$ cat config.mk
export PLATFORM = sky130hd
export DESIGN_NAME = io_port_arbiter
export DESIGN_NICKNAME = d
export VERILOG_FILES = /design/src/rtl/io_port_arbiter.sv
export SDC_FILE = /design/constraint.sdc
export NUM_CORES = 1
export LEC_CHECK = 0
export CAP_MARGIN = 20
export CORE_ASPECT_RATIO = 0.5
export CORE_UTILIZATION = 35
export CTS_CLUSTER_DIAMETER = 120
export CTS_CLUSTER_SIZE = 24
export DETAILED_ROUTE_END_ITERATION = 16
export GPL_TIMING_DRIVEN = 0
export PLACE_DENSITY = 0.68
export SLEW_MARGIN = 25
export SYNTH_ARGS = -nofsm -noshare
export SYNTH_HDL_FRONTEND = slang
export SYNTH_SLANG_ARGS = --single-unit
$ cat constraint.sdc
create_clock -name clk -period 6.25 [get_ports clk]
set_input_delay 0.9375 -clock clk [delete_from_list [all_inputs] [get_ports clk]]
set_output_delay 0.9375 -clock clk [all_outputs]
set_load 0.005 [all_outputs]
$ cat src/rtl/io_port_arbiter.sv
// Round-robin arbiter sharing the I/O port bank between NREQ masters.
// Owns the output port registers; input ports are sampled on granted reads.
module io_port_arbiter #(
    parameter int unsigned NREQ     = 4,
    parameter int unsigned NPORTS   = 16,
    parameter int unsigned DW       = 8,
    parameter int unsigned LOCK_MAX = 8
) (
    input  logic                 clk,
    input  logic                 reset,
    input  logic [NREQ-1:0]      req,
    input  logic [NREQ-1:0]      req_we,
    input  logic [NREQ-1:0]      req_lock,
    input  logic [NREQ*4-1:0]    req_addr,
    input  logic [NREQ*DW-1:0]   req_wdata,
    input  logic [NPORTS*DW-1:0] in_ports,
    output logic [NREQ-1:0]      gnt,
    output logic [NREQ-1:0]      rd_valid,
    output logic [DW-1:0]        rd_data,
    output logic [NPORTS*DW-1:0] out_ports,
    output logic                 busy
);

    localparam int unsigned PW = (NREQ > 1) ? $clog2(NREQ) : 1;
    localparam int unsigned HW = $clog2(LOCK_MAX + 1);

    typedef enum logic [0:0] {
        StIdle,
        StGrant
    } state_e;

    state_e                state_q, state_d;
    logic [NREQ-1:0]       gnt_q, gnt_d;
    logic [PW-1:0]         ptr_q, ptr_d;
    logic [HW-1:0]         hold_q, hold_d;
    logic [NREQ-1:0]       rd_valid_q, rd_valid_d;
    logic [DW-1:0]         rd_data_q, rd_data_d;
    logic [NPORTS*DW-1:0]  out_q, out_d;

    logic                  win_found;
    logic [PW-1:0]         win_idx;
    logic [PW-1:0]         cand;

    logic                  g_req;
    logic                  g_we;
    logic                  g_lock;
    logic [3:0]            g_addr;
    logic [DW-1:0]         g_wdata;
    logic [DW-1:0]         rd_mux;

    // Scan from the requester after the last winner, wrapping modulo NREQ.
    always_comb begin
        win_found = 1'b0;
        win_idx   = '0;
        cand      = '0;
        for (int unsigned off = 1; off <= NREQ; off++) begin
            cand = PW'((32'(ptr_q) + off) % NREQ);
            if (!win_found && req[cand]) begin
                win_found = 1'b1;
                win_idx   = cand;
            end
        end
    end

    // While granted, ptr_q holds the owner index.
    always_comb begin
        g_req   = req[ptr_q];
        g_we    = req_we[ptr_q];
        g_lock  = req_lock[ptr_q];
        g_addr  = req_addr[int'(ptr_q)*4 +: 4];
        g_wdata = req_wdata[int'(ptr_q)*DW +: DW];
    end

    // Addresses beyond the bank match no port and read as zero.
    always_comb begin
        rd_mux = '0;
        for (int unsigned p = 0; p < NPORTS; p++) begin
            if (32'(g_addr) == p) begin
                rd_mux = in_ports[p*DW +: DW];
            end
        end
    end

    always_comb begin
        state_d    = state_q;
        gnt_d      = gnt_q;
        ptr_d      = ptr_q;
        hold_d     = hold_q;
        rd_valid_d = '0;
        rd_data_d  = rd_data_q;
        out_d      = out_q;

        case (state_q)
            StIdle: begin
                if (win_found) begin
                    state_d = StGrant;
                    gnt_d   = NREQ'(1) << win_idx;
                    ptr_d   = win_idx;
                    hold_d  = '0;
                end
            end
            StGrant: begin
                state_d = StIdle;
                gnt_d   = '0;
                if (g_req) begin
                    if (g_we) begin
                        for (int unsigned p = 0; p < NPORTS; p++) begin
                            if (32'(g_addr) == p) begin
                                out_d[p*DW +: DW] = g_wdata;
                            end
                        end
                    end else begin
                        rd_valid_d = gnt_q;
                        rd_data_d  = rd_mux;
                    end
                    // Watchdog: a locked burst is capped at LOCK_MAX accesses.
                    if (g_lock && (hold_q < HW'(LOCK_MAX - 1))) begin
                        state_d = StGrant;
                        gnt_d   = gnt_q;
                        hold_d  = hold_q + HW'(1);
                    end
                end
            end
            default: begin
                state_d = StIdle;
                gnt_d   = '0;
            end
        endcase
    end

    always_ff @(posedge clk) begin
        if (!reset) begin
            state_q    <= StIdle;
            gnt_q      <= '0;
            ptr_q      <= PW'(NREQ - 1);
            hold_q     <= '0;
            rd_valid_q <= '0;
            rd_data_q  <= '0;
            out_q      <= '0;
        end else begin
            state_q    <= state_d;
            gnt_q      <= gnt_d;
            ptr_q      <= ptr_d;
            hold_q     <= hold_d;
            rd_valid_q <= rd_valid_d;
            rd_data_q  <= rd_data_d;
            out_q      <= out_d;
        end
    end

    assign gnt       = gnt_q;
    assign rd_valid  = rd_valid_q;
    assign rd_data   = rd_data_q;
    assign out_ports = out_q;
    assign busy      = (state_q == StGrant);

endmodule

==> results.json, run 1 <==
{
  "setup_total_negative_slack_ns": 0,
  "synth-async-reset-ratio_pct": 0,
  "r2r-start": "ptr_q[0]",
  "slew_violations": 0,
  "synth.avg_cell_area_um2": 10.5,
  "placementRows": 37,
  "timing.final.crit_share_pct": 50.5,
  "max-slew-margin-rel_pct": 46.4,
  "die_w_um": 212,
  "status": "finished, final reports clean",
  "yosys_most_used_dff": "dfxtp_1",
  "ys_seq_area_share_pct": 39.2,
  "io_pins": 335,
  "p_per_area_mw_per_mm2": 219,
  "grt_pass1_wl_um": 41300,
  "grt_start_max_net_pins": 17,
  "synth-compound-area-share_pct": 8.49,
  "synth_edf_count": 0,
  "clk-insertion-delay-late_ns": 0.42,
  "die_y_um": 107,
  "met2_usage_pct": 41.7,
  "rrSetupSlack_ns": 3.54,
  "fillers": 1896,
  "cp_data_arrival_time_ns": 3.46,
  "place_area_mm2": 0.0114,
  "synth_cells": 735,
  "grt_pass1_vias": 6999,
  "hold_path.class": "register to register",
  "tightest_slew_ns": 0.804,
  "synth_warnings": 0,
  "endpoint_kind": "register",
  "grtUsageMet1_pct": 29.6,
  "numCtsBuffers": 17,
  "critPathRequiredTime_ns": 6.56,
  "drive_above_1_share_pct": 8.27,
  "synth_common_cells": "151 x dfxtp_1, 151 x mux2i_1, 135 x nor2b_1",
  "initial_core_util_pct": 36.6,
  "skew_ns": 0.00734,
  "place_ws_ns": 2.67,
  "rsz0062_at_grt": "no",
  "cp_max_fo": 10,
  "num_vias": 6991,
  "ctsHoldBuffers": 0,
  "syn_to_final_growth_pct": 55.2,
  "overflow": 0,
  "min_from": "hold_q[3]",
  "worstSetupPathType": "input pin to register",
  "netlist_area_mm2": 0.00771,
  "track_usage_pct": 24.1,
  "timing.rr.end": "rd_data[5]",
  "wl_um": 27600,
  "diodes": 0,
  "clockRootBuffer": "clkbuf_16",
  "synth_top_family_by_area": "multiplexers",
  "syn_nets": 926,
  "ir_worst_vdd_uv": 207,
  "portBuffers": 334,
  "synth.distinct_cells": 55,
  "setup_viol": 0,
  "place_inst": 1361,
  "hold_depth": 2,
  "first_pass_iters": 5,
  "htreeDepth": 4,
  "p_leak_nw": 4.02,
  "fin_crit_ns": 3.15,
  "cts_resized": 0,
  "max_stage_delay_ns": 0.49,
  "stdcell_area_mm2": 0.0120,
  "vias_per_cell": 5.02,
  "place_congestion": 0.905,
  "postRouteAntennaNets": 0,
  "yosysTopAreaCellShare_pct": 39.2,
  "drc": 0,
  "crit_path_start_kind": "input pin",
  "antenna_found_initial": 0,
  "wl_per_cell_um": 19.8,
  "cts.sinks": 151,
  "synth_fa_ha_area_share_pct": 0.162,
  "synth_mux_area_share_pct": 26.7,
  "cts_max_path_buffers": 2,
  "cts.reportedPaths.clkPinSlew_ns": 0.07,
  "cp_slowest_cell": "mux4_2",
  "met3_usage_pct": 5.24,
  "top_usage_layer": "met2",
  "total_power_mw": 2.62,
  "hold_end": "hold_q[3]",
  "maxCapViolations": 0,
  "cp_cell_sequence": "clkdlybuf4s50_1, mux4_2, buf_6, buf_4, clkbuf_1, buf_2, nor4b_1, o21ai_0, a32oi_1, a21oi_1",
  "postCtsSetupBuffers": 0,
  "layout_setup_ws_ns": 3.10,
  "stdcell_count": 1393,
  "worstRegToRegCells": 10,
  "dp_hpwl_um": 21400,
  "max_freq_ghz": 0.317,
  "synth_xor_area_share_pct": 0,
  "drt_iter0_drc": 380,
  "synth_seq_cells": 151,
  "synthSimpleGateAreaFrac_pct": 21.6,
  "coreArea_mm2": 0.0211,
  "hold_slack_ns": 0.488,
  "synth_largest_area_cell": "dfxtp_1",
  "die-area_mm2": 0.0227,
  "cts_tree": "yes",
  "synth_area_leaders": "dfxtp_1 39%, mux2i_1 20%, nor2b_1 11%, mux4_2 6.1%, nor3_4 3.4%",
  "hold_viol": 0,
  "nNetsFinal": 1279,
  "postLayoutCoreUtil_pct": 56.8
}
## placed cells by master, fill, tap and decap left out, drive strengths merged, types with 8 or more instances in the layout
| cell type | netlist | layout |
|---|---|---|
| nor3b | 8 | 8 |
| nand2b | 11 | 11 |
| inv | 10 | 15 |
| clkdlybuf4s50 | 0 | 334 |
| buf | 19 | 19 |
| dfxtp | 151 | 151 |
| o21ai | 15 | 15 |
| mux2i | 151 | 151 |
| nor2b | 135 | 135 |
| a21oi | 14 | 14 |
| nor2 | 22 | 22 |
| clkbuf | 37 | 57 |
| nor3 | 17 | 17 |
| nand2 | 21 | 21 |
| mux4 | 23 | 23 |
## flip-flops by register name (all words and copies together), names as in the netlist
signal and flops:
gnt 4, rd_data 8, out_ports 128, hold_q 4
ptr_q 2, rd_valid 4, busy 1
## per-layer routing
metal  part of all wire (%)  wire length, µm
met1                     42            11700
met2                     49            13600
met3                    5.6             1560
met4                    2.5              687
met5                      0                0
## worst max-delay path: cells and delay by family
| kind | cells | cell delay (ns) |
|---|---|---|
| simple gates | 1 | 0.31 |
| compound gates | 3 | 0.40 |
| mux | 1 | 0.49 |
| buf+inv | 5 | 1.30 |
## cells by family after synthesis
| family | Yosys count |
|---|---|
| mux | 176 |
| fa+ha+maj | 1 |
| simple gates | 250 |
| flops | 151 |
| compound gates | 91 |
| buf+inv | 66 |
## where the power goes
part	total, mW	internal, mW	switching, mW
registers	0.991	0.979	0.0125
clock network	0.963	0.533	0.429
logic	0.669	0.315	0.355
total	2.62	1.83	0.797
## cell type report
class	count	area (µm²)	share of cell area, %
Buffer	56	254	2.12
Clock buffer	20	457	3.82
Clock inverter	12	90.1	0.753
Inverter	10	37.5	0.314
Multi-Input combinational cell	518	4390	36.7
Sequential cell	151	3020	25.3
Tap cell	292	365	3.05
Timing Repair Buffer	334	3340	27.9
## worst max path at each step
| stage | start | end | slack, ns | cells past startpoint |
|---|---|---|---|---|
| floorplan | req_addr[12] | rd_data[7] | 3.50 | 7 |
| global placement | req_addr[8] | rd_data[7] | 2.71 | 9 |
| detailed placement | req_addr[8] | rd_data[5] | 2.67 | 10 |
| CTS | req_addr[8] | rd_data[5] | 3.11 | 10 |
| global route | req_addr[8] | rd_data[7] | 2.89 | 9 |
| finish | req_addr[8] | rd_data[5] | 3.10 | 10 |
No activity file was read; power rests on OpenSTA's default activity.
==> run 2, diff against run 1 <==
--- a/config.mk
+++ b/config.mk
@@ -12,7 +12,7 @@
 export CTS_CLUSTER_SIZE = 24
 export DETAILED_ROUTE_END_ITERATION = 16
 export GPL_TIMING_DRIVEN = 0
-export PLACE_DENSITY = 0.68
+export PLACE_DENSITY = 0.71
 export SLEW_MARGIN = 25
 export SYNTH_ARGS = -nofsm -noshare
 export SYNTH_HDL_FRONTEND = slang
==> constraint.sdc (replaced) <==
create_clock -name clk -period 2.6 [get_ports clk]
set_input_delay 0.39 -clock clk [delete_from_list [all_inputs] [get_ports clk]]
set_output_delay 0.39 -clock clk [all_outputs]
set_load 0.005 [all_outputs]
==> results.json, run 2 (synthesis results as in run 1) <==
{
  "min_from": "hold_q[3]",
  "ir_worst_vdd_uv": 527,
  "stdcell_count": 1414,
  "syn_to_final_growth_pct": 61.1,
  "tightest_slew_ns": 0.823,
  "mostFrequentLayoutCells": "334 x clkdlybuf4s50_1, 151 x mux2i_1, 151 x dfxtp_1",
  "cts.sinks": 151,
  "max_freq_ghz": 0.391,
  "final_common_cell": "clkdlybuf4s50_1",
  "max-slew-margin-rel_pct": 45.0,
  "diodes": 0,
  "overflow": 0,
  "setup_viol": 0,
  "p_per_area_mw_per_mm2": 529,
  "vias_per_cell": 4.97,
  "initial_core_util_pct": 36.6,
  "r2r-start": "ptr_q[0]",
  "timing.rr.end": "rd_data[7]",
  "wl_per_cell_um": 19.8,
  "grt_pass1_wl_um": 41200,
  "drc": 0,
  "worstRegToRegCells": 8,
  "die-area_mm2": 0.0227,
  "cts_max_path_buffers": 2,
  "cp_max_fo": 10,
  "rsz0062_at_grt": "yes",
  "worstSetupPathType": "register to register",
  "grt_pass1_vias": 7204,
  "postRouteAntennaNets": 0,
  "layout_setup_ws_ns": 0.0421,
  "stdcell_area_mm2": 0.0124,
  "largest_register_ffs": 128,
  "place_area_mm2": 0.0114,
  "htreeDepth": 4,
  "hold_end": "hold_q[3]",
  "skew_ns": 0.00613,
  "placementRows": 37,
  "rrSetupSlack_ns": 0.04,
  "die_w_um": 212,
  "num_vias": 7029,
  "grt_start_max_net_pins": 17,
  "maxCapViolations": 0,
  "place_congestion": 0.883,
  "nNetsFinal": 1300,
  "die_y_um": 107,
  "cp_data_arrival_time_ns": 2.89,
  "timing.final.crit_share_pct": 98.4,
  "wl_um": 28000,
  "antenna_found_initial": 0,
  "fin_crit_ns": 2.56,
  "portBuffers": 334,
  "track_usage_pct": 24.0,
  "critPathRequiredTime_ns": 2.93,
  "drt_iter0_drc": 411,
  "place_ws_ns": -0.526,
  "endpoint_kind": "register",
  "cts_tree": "yes",
  "crit_path_start_kind": "register",
  "first_pass_iters": 5,
  "hold_depth": 2,
  "fillers": 1780,
  "hold_viol": 0,
  "drive_above_1_share_pct": 11.9,
  "p_leak_nw": 4.23,
  "clk-insertion-delay-late_ns": 0.42,
  "numCtsBuffers": 17,
  "place_inst": 1361,
  "cts.reportedPaths.clkPinSlew_ns": 0.06,
  "hold_slack_ns": 0.489,
  "dp_hpwl_um": 21200,
  "clockRootBuffer": "clkbuf_16",
  "coreArea_mm2": 0.0211,
  "hold_path.class": "register to register",
  "slew_violations": 0,
  "status": "finished, final reports clean",
  "io_pins": 335
}
==> run 2: cell types whose count changed in the layout (fill, tap and decap cells not counted), sizes merged <==
cell	before	now
clkbuf	57	55
clkinvlp	3	2
bufinv	0	2
clkinv	4	5
inv	15	13
buf	19	42
==> run 2: routing by layer <==
metal | global-route usage, % | wire (µm)
met1 | 29.1 | 12100
met2 | 43.2 | 14000
met3 | 4.51 | 1380
met4 | 7.04 | 498
met5 | 0 | 0
==> run 2: timing repair <==
action / in CTS / in global routing
setup endpoints to repair: 129 / 96
gates resized for setup: 11 / 30
hold buffers: 0 / 0
pin swaps: 10 / 11
setup buffers: 10 / 14
==> run 2: cell type report <==
class | instances | area (µm²) | share of cell area, %
Buffer | 53 | 269 | 2.17
Multi-Input combinational cell | 518 | 4470 | 36.0
Inverter | 10 | 37.5 | 0.302
Clock inverter | 12 | 141 | 1.14
Tap cell | 292 | 365 | 2.94
Sequential cell | 151 | 3020 | 24.4
Clock buffer | 20 | 447 | 3.60
Timing Repair Buffer | 358 | 3660 | 29.5
==> run 2: report_power, final <==
group / internal (mW) / total [mW] / switching, mW
Combinational: 0.807 / 1.69 / 0.887
Sequential: 2.35 / 2.38 / 0.0310
Clock: 1.45 / 2.49 / 1.04
==> run 2: metrics by stage <==
step / TNS (ns) / power (mW) / utilization [%]
3_3_place_gp: -38.23 / 4.02 / 54.2
2_1_floorplan: 0 / 3.33 / -
5_1_grt: -0.0721 / 6.84 / 58.9
6_report: 0 / 6.57 / 58.9
3_5_place_dp: -40.67 / 4.04 / 54.2
4_1_cts: 0 / 6.54 / 57.9
==> run 2: how the worst max path moves through the flow <==
stage	startpoint	depth (start not counted)	slack (ns)	endpoint
3_3_place_gp	req_addr[4]	9	-0.51	rd_data[7]
2_1_floorplan	ptr_q[0]	8	0.28	rd_data[7]
6_report	ptr_q[0]	8	0.04	rd_data[7]
4_1_cts	ptr_q[0]	8	0.0002	out_ports[27]
5_1_grt	ptr_q[0]	8	-0.03	rd_data[1]
3_5_place_dp	req_addr[4]	9	-0.53	rd_data[7]
==> run 2: worst max-delay path, cell delays in order, from the launching register on <==
cell and delay, ns:
dfxtp_1 0.34, buf_8 0.15, mux4_2 0.57, buf_4 0.17, or2_0 0.22, buf_6 0.16, o22a_1 0.22, a311o_1 0.36
o32ai_2 0.27
==> run 3, diff against run 2 <==
--- a/config.mk
+++ b/config.mk
@@ -9,9 +9,8 @@
 export CORE_ASPECT_RATIO = 0.5
 export CORE_UTILIZATION = 35
 export CTS_CLUSTER_DIAMETER = 120
-export CTS_CLUSTER_SIZE = 24
+export CTS_CLUSTER_SIZE = 20
 export DETAILED_ROUTE_END_ITERATION = 16
-export GPL_TIMING_DRIVEN = 0
 export PLACE_DENSITY = 0.71
 export SLEW_MARGIN = 25
 export SYNTH_ARGS = -nofsm -noshare
==> results.json, run 3 (synthesis results as in run 1) <==
{
  "final_common_cell": "clkdlybuf4s50_1",
  "wl_um": 27000,
  "max_freq_ghz": 0.402,
  "drive_above_1_share_pct": 12.7,
  "p_leak_nw": 4.35,
  "wl_per_cell_um": 19.3,
  "worst-path-buf-inv": 2,
  "max_stage_delay_ns": 0.55,
  "endpoint_kind": "register",
  "ir_worst_vdd_uv": 412,
  "nNetsFinal": 1287,
  "stdcell_area_mm2": 0.0126,
  "dp_hpwl_um": 20000,
  "die_y_um": 107,
  "drc": 0,
  "worstSetupPathType": "register to register",
  "clk-insertion-delay-late_ns": 0.42,
  "skew_ns": 0.00713,
  "coreArea_mm2": 0.0211,
  "io_pins": 335,
  "fin_crit_ns": 2.49,
  "critPathRequiredTime_ns": 2.93,
  "syn_to_final_growth_pct": 63.3,
  "place_area_mm2": 0.0119,
  "timing.final.crit_share_pct": 95.7,
  "grt_pass1_vias": 7099,
  "crit_family": "compound AO/OA/AOI/OAI gates",
  "p_per_area_mw_per_mm2": 539,
  "crit_path_start_kind": "register",
  "cts.sinks": 151,
  "overflow": 0,
  "cts_max_path_buffers": 2,
  "initial_core_util_pct": 36.6,
  "rsz0062_at_grt": "no",
  "postRouteAntennaNets": 0,
  "max-slew-margin-rel_pct": 46.6,
  "num_vias": 7012,
  "numCtsBuffers": 17,
  "htreeDepth": 4,
  "total_power_mw": 6.79,
  "cp_cell_sequence": "buf_4, mux4_2, nor3b_1, buf_4, o21ai_0, a311o_1, o32ai_1",
  "portBuffers": 334,
  "grt_start_max_net_pins": 139,
  "fillers": 1729,
  "placementRows": 37,
  "hold_viol": 0,
  "drt_iter0_drc": 413,
  "cts.reportedPaths.clkPinSlew_ns": 0.07,
  "clockRootBuffer": "clkbuf_16",
  "cp_common_cell": "buf_4",
  "postCtsSetupBuffers": 0,
  "status": "finished, final reports clean",
  "cp_max_fo": 7,
  "place_congestion": 0.937,
  "mostFrequentLayoutCells": "333 x clkdlybuf4s50_1, 151 x mux2i_1, 150 x dfxtp_1",
  "diodes": 0,
  "maxCapViolations": 0,
  "largest_register_ffs": 128,
  "cp_slowest_cell": "mux4_2",
  "antenna_found_initial": 0,
  "die-area_mm2": 0.0227,
  "slew_violations": 0,
  "die_w_um": 212,
  "cts_tree": "yes",
  "grt_pass1_wl_um": 40300,
  "vias_per_cell": 5.00,
  "setup_viol": 0,
  "tightest_slew_ns": 0.801,
  "hold_path.class": "input pin to register",
  "track_usage_pct": 23.3,
  "first_pass_iters": 5,
  "cp_data_arrival_time_ns": 2.81
}
## run 3: tightest hold or removal path: cells and delay by family
kind,cells,cell delay [ns]
AOI/OAI and AO/OA,2,0.21
buffers and inverters,1,0.13
## run 3: timing repair
item | in CTS | in global routing
hold buffers | 0 | 0
endpoints found under the setup margin | 2 | 1
resized for setup | 1 | 1
## run 3: area by class of cell
| type | count | area (µm²) | share of cell area [%] |
|---|---|---|---|
| multi-input combinational | 518 | 4390 | 34.9 |
| timing repair buffer | 398 | 4140 | 32.9 |
| sequential | 151 | 3020 | 24.0 |
| clock buffer | 19 | 443 | 3.52 |
| tap | 292 | 365 | 2.90 |
| clock inverter | 13 | 185 | 1.47 |
| inverter | 10 | 37.5 | 0.298 |
## run 3: layer usage
layer / up-vias / GRT usage [%] / wire length (µm)
met5: - / 0 / 0
met3: 55 / 5.27 / 1630
met2: 268 / 40.1 / 13100
li1: 3353 / - / -
met4: 0 / 9.94 / 842
met1: 3336 / 27.9 / 11400
## run 3: path summary, 6_finish.rpt
kind         slack (ns)      from  cells after the start          to
min reg2reg        0.49    gnt[0]                      2      gnt[0]
max                0.11  ptr_q[0]                      7  rd_data[7]
max reg2reg        0.11  ptr_q[0]                      7  rd_data[7]
min                0.36     reset                      3  rd_data[7]
## run 3: power breakdown
| group | leakage [nW] | internal (mW) | switching (mW) | total, mW |
|---|---|---|---|---|
| Combinational | 2.83 | 0.897 | 0.843 | 1.74 |
| Sequential | 1.22 | 2.35 | 0.0385 | 2.39 |
| Clock | 0.302 | 1.57 | 1.08 | 2.66 |
| Total | 4.35 | 4.82 | 1.96 | 6.79 |
## run 3: through the flow
stage	setup slack, ns	instances	TNS, ns	hold slack (ns)	utilization, %
final	0.111	1401	0	0.357	59.7
after global routing	0.0368	1401	0	0.360	59.7
after CTS	0.121	1401	0	0.329	59.7
after detailed placement	-0.0817	1369	-0.563	0.475	56.7
after global placement	-0.0248	1369	-0.424	0.455	56.7
after floorplan	0.282	735	0	0.441	-
